`src/rtl/keypad_timer_entry_pkg.sv`:
```
// Shared types for the keypad timer entry block:
// debounce FSM encoding and key-code width.
package keypad_timer_entry_pkg;

    localparam int CODE_W = 4;

    typedef enum logic [1:0] {
        IDLE   = 2'd0,
        SETTLE = 2'd1,
        HELD   = 2'd2
    } state_t;

endpackage

```
`src/rtl/keypad_timer_entry_pulse_divider.sv`:
```
// Free-running divider: one-cycle pgt pulse
// every CLK_DIV clocks, on the last count value.
module pulse_divider #(
    parameter int CLK_DIV = 100
) (
    input  logic clk,
    input  logic clrn,
    output logic pgt
);

    localparam int W = (CLK_DIV > 2) ? $clog2(CLK_DIV) : 1;
    localparam logic [W-1:0] LAST = W'(CLK_DIV - 1);

    logic [W-1:0] cnt;

    always_ff @(posedge clk) begin
        if (!clrn) begin
            cnt <= '0;
        end else if (cnt == LAST) begin
            cnt <= '0;
        end else begin
            cnt <= cnt + W'(1);
        end
    end

    assign pgt = (cnt == LAST);

endmodule

```
`src/rtl/keypad_timer_entry.sv`:
```
// Keypad digit entry: debounced single-key accept,
// shift-in digit buffer, and a 1 Hz tick.
module keypad_timer_entry #(
    parameter int NKEYS    = 10,
    parameter int DIGITS   = 4,
    parameter int DEBOUNCE = 3,
    parameter int CLK_DIV  = 100
) (
    input  logic                clk,
    input  logic                clrn,
    input  logic [NKEYS-1:0]    kbd,
    input  logic                enn,
    input  logic                clr,
    output logic [3:0]          D,
    output logic                loadn,
    output logic [4*DIGITS-1:0] digits,
    output logic [3:0]          count,
    output logic                full,
    output logic                multi,
    output logic                pgt_1Hz
);

    import keypad_timer_entry_pkg::*;

    localparam int DW = 4 * DIGITS;
    localparam int CW = (DEBOUNCE > 1) ? $clog2(DEBOUNCE) : 1;
    localparam logic [CW-1:0] STABLE_LAST = CW'(DEBOUNCE - 1);

    state_t             state;
    state_t             state_nx;
    logic [NKEYS-1:0]   pat;
    logic [CW-1:0]      stab;
    logic [CODE_W-1:0]  code;
    logic               single;
    logic               same;
    logic               accept;
    logic               load;

    // x & (x-1) is nonzero exactly when two or more bits are set
    assign multi  = |(kbd & (kbd - NKEYS'(1)));
    assign single = (kbd != '0) && !multi;
    assign same   = (kbd == pat);
    assign full   = (count == 4'(DIGITS));
    assign load   = accept && !enn && !full && !clr;

    always_comb begin
        code = '0;
        for (int i = 0; i < NKEYS; i++) begin
            if (pat[i]) begin
                code = CODE_W'(i);
            end
        end
    end

    always_comb begin
        state_nx = state;
        accept   = 1'b0;
        unique case (state)
            IDLE: begin
                if (single) begin
                    state_nx = SETTLE;
                end
            end
            SETTLE: begin
                if (!same) begin
                    state_nx = IDLE;
                end else if (stab == STABLE_LAST) begin
                    accept   = 1'b1;
                    state_nx = HELD;
                end
            end
            HELD: begin
                if (kbd == '0) begin
                    state_nx = IDLE;
                end
            end
            default: begin
                state_nx = IDLE;
            end
        endcase
    end

    always_ff @(posedge clk) begin
        if (!clrn) begin
            state <= IDLE;
            pat   <= '0;
            stab  <= '0;
        end else begin
            state <= state_nx;
            if (state == IDLE) begin
                pat  <= kbd;
                stab <= '0;
            end else if (state == SETTLE && stab != STABLE_LAST) begin
                stab <= stab + CW'(1);
            end
        end
    end

    // clear takes priority over a load landing on the same edge
    always_ff @(posedge clk) begin
        if (!clrn) begin
            D      <= '0;
            loadn  <= 1'b1;
            digits <= '0;
            count  <= '0;
        end else begin
            loadn <= !load;
            if (clr) begin
                digits <= '0;
                count  <= '0;
            end else if (load) begin
                D      <= code;
                digits <= (digits << CODE_W) | DW'(code);
                count  <= count + 4'd1;
            end
        end
    end

    pulse_divider #(
        .CLK_DIV (CLK_DIV)
    ) u_div (
        .clk  (clk),
        .clrn (clrn),
        .pgt  (pgt_1Hz)
    );

endmodule

```
`config.mk`:
```
export PLATFORM = sky130hd
export DESIGN_NAME = keypad_timer_entry
export DESIGN_NICKNAME = d
export VERILOG_FILES = /design/src/rtl/keypad_timer_entry_pkg.sv /design/src/rtl/keypad_timer_entry_pulse_divider.sv /design/src/rtl/keypad_timer_entry.sv
export SDC_FILE = /design/constraint.sdc
export NUM_CORES = 1
export LEC_CHECK = 0
export ABC_CLOCK_PERIOD_IN_PS = 5500
export CAP_MARGIN = 10
export CORE_UTILIZATION = 35
export DETAILED_ROUTE_END_ITERATION = 10
export PLACE_DENSITY_LB_ADDON = 0.05
export SLEW_MARGIN = 0
export SYNTH_ARGS = -nofsm -noshare
export SYNTH_HDL_FRONTEND = slang
export SYNTH_SLANG_ARGS = --single-unit
```
`constraint.sdc`:
```
create_clock -name clk -period 5.5 [get_ports clk]
set_input_delay 1.1 -clock clk [delete_from_list [all_inputs] [get_ports clk]]
set_output_delay 1.1 -clock clk [all_outputs]
set_load 0.005 [all_outputs]
```
==> impl_metrics.yaml <==
run_status:
  status: "finished, final reports clean"
clock_tree:
  clock-sinks: 46
  cts-root-buf: "clkbuf_8"
  h-tree-depth: 2
  post-cts-setup-buffer-count: 0
  ctsHoldBuffers: 0
  cts-resized-gates: 0
  cts_tree: "yes"
  path_clk_slew_ns: 0.08
  cts_inserted_buffers: 5
  worstSkewPairLatency_ns: 0.30
  clk_path_buf_depth: 2
die:
  start_util: 0.369
  die-area_mm2: 0.00623
  design.core.area_mm2: 0.00561
  num_rows: 27
  die_x_um: 78.9
  die_h_um: 78.9
  pin_count: 42
critical_path:
  end_kind: "output pin"
  startpoint_type: "input pin"
  cp.required_ns: 4.40
  startpoint: "kbd[6]"
  r2r-start: "count[0]"
  cp.arrival_ns: 3.28
  crit_fanout: 5
  critPathKind: "input pin to output pin"
yosys:
  synth_top_area_frac: 0.444
  syn-num-nets: 253
  yosysWarnings: 0
  yosysSeqAreaShare: 0.444
  synth_cell_types: 43
  synthCells: 235
  yosys.area.top_type: "dfxtp_1"
  synth_area_mm2: 0.00207
  syn_avg_cell_area_um2: 8.82
  synth-seq-cells: 46
  synth_area_leaders: "dfxtp_1, mux2i_1, nor2_1"
sta:
  hold_viol_final: 0
  slew_violations: 0
  layout_min_cycle_time_ns: 4.38
  tns_ns: 0
  hold_ws_ns: 0.457
  worst_slew_pin_slew_ns: 0.701
  clock_skew_ns: 0.00728
  relSlewSlack: 0.532
  min_period_over_period: 0.796
  fmax_ghz: 0.228
  grt_setup_unrepaired: "false"
  setup_violations: 0
drt:
  ant_nets: 0
  viasPerCell: 4.75
  drt_first_pass_iters: 4
  dr_total_vias: 1657
  drcViolationCount: 0
  drt_wl_total_um: 4310
  drt_first_iter_violations: 47
  routedWlPerCell_um: 12.3
power_and_ir_drop:
  peakVddDrop_mv: 0.131
  p_per_area_mw_per_mm2: 243
  p_leak_nw: 1.02
worst_hold_path:
  hold_class: "register to register"
  min_from: "u_div.cnt[0]"
global_route:
  grt_pass1_vias: 1560
  grt_first_pass_wirelength_um: 7620
  gr-total-overflow: 0
  grt_max_degree: 22
  grt_usage: 0.156
  antenna_found_initial: 0
final_layout:
  layoutNonFillerInstCount: 349
  final_common_cell: "dfxtp_1"
  area_growth_syn_to_layout_pct: 27.4
  final_area_mm2: 0.00264
  final_util: 0.471
  nets: 294
  layout_common_cells: "dfxtp_1, clkdlybuf4s50_1, nor2_1"
  diodes: 0
  drive_gt1_frac: 0.0505
place:
  postPlaceCellArea_mm2: 0.00253
  hpwl_um: 3080
  io_buffers: 41
  place_congestion: 0.752
  placed_cells: 341
flow_run:
  drv_cap: 0
report_power, final:
group / switching, mW / internal, mW
combinational: 0.0260 / 0.0216
clock: 0.113 / 0.136
sequential: 0.00636 / 0.339
total: 0.146 / 0.496
Yosys cell counts:
cell	number
mux2i_1	15
xnor2_1	8
or4_4	1
nor3_2	1
a21o_1	1
a21oi_1	22
a311oi_1	2
a21boi_0	2
and3_1	1
or3_1	2
nand4_1	1
nand4b_1	3
o21ai_0	5
or4_1	1
nand3b_1	1
and3b_1	1
a211oi_1	2
dfxtp_1	46
buf_6	2
clkbuf_1	4
a221oi_1	1
o21bai_1	1
nor2b_1	1
a2bb2oi_1	1
o32a_1	1
or2_2	3
a211o_1	2
buf_2	1
nor3b_1	1
and4b_1	1
nand2_1	26
buf_4	1
nor3_1	5
inv_1	9
xor2_1	9
nand3_1	5
ha_1	4
nor4_4	1
clkinv_1	1
nor2_1	36
nor4_1	1
nand2b_1	2
maj3_1	1
cell type report:
cell class	instances	area, um2
Tap cell	72	90.1
Sequential cell	46	921
Inverter	10	37.5
Fill cell	575	2970
Clock inverter	2	37.5
Multi-Input combinational cell	171	1060
Clock buffer	6	72.6
Timing Repair Buffer	42	418
sequential cells by signal, indices dropped and copies added, names as in the netlist:
signal and flops:
D 4, loadn 1, pat 10, count 4, stab 2, state 2, digits 16, u_div.cnt 7
metal layers:
| layer | wire [um] | track usage | up-vias | part of all wire |
|---|---|---|---|---|
| met5 | 0 | 0 | - | 0 |
| met2 | 1820 | 0.236 | 26 | 0.42 |
| met1 | 2270 | 0.216 | 741 | 0.53 |
| li1 | - | - | 883 | - |
| met3 | 149 | 0.0356 | 7 | 0.035 |
| met4 | 67 | 0.0545 | 0 | 0.016 |
critical path, cell delays in order:
cell and delay (ns):
clkdlybuf4s50_1 0.51, or4_1 0.58, nor2_1 0.28, a21oi_1 0.10, or2_2 0.27, clkdlybuf4s50_1 0.44
final timing paths:
kind	to	slack [ns]	depth (start not counted)
worst min register to register	u_div.cnt[0]	0.46	1
worst max-delay path	multi	1.12	6
worst max register to register	D[0]	3.27	7
worst min-delay path	u_div.cnt[0]	0.46	1
per-stage QoR:
step	setup slack, ns	power (mW)
2_1_floorplan	2.22	0.379
3_3_place_gp	1.20	0.401
3_5_place_dp	1.15	0.401
4_1_cts	1.14	0.653
5_1_grt	1.01	0.675
6_report	1.12	0.642
logic make-up (layout without fill, tap and decap cells):
family	after synthesis	in the layout	share of synthesized area
fa+ha+maj	5	5	0.0290
flops	46	46	0.444
compound gates	40	40	0.117
buf+inv	18	60	0.0423
xor+xnor	17	17	0.0719
mux	15	15	0.0725
simple gates	94	94	0.223
(Power assumes the default switching activity.)
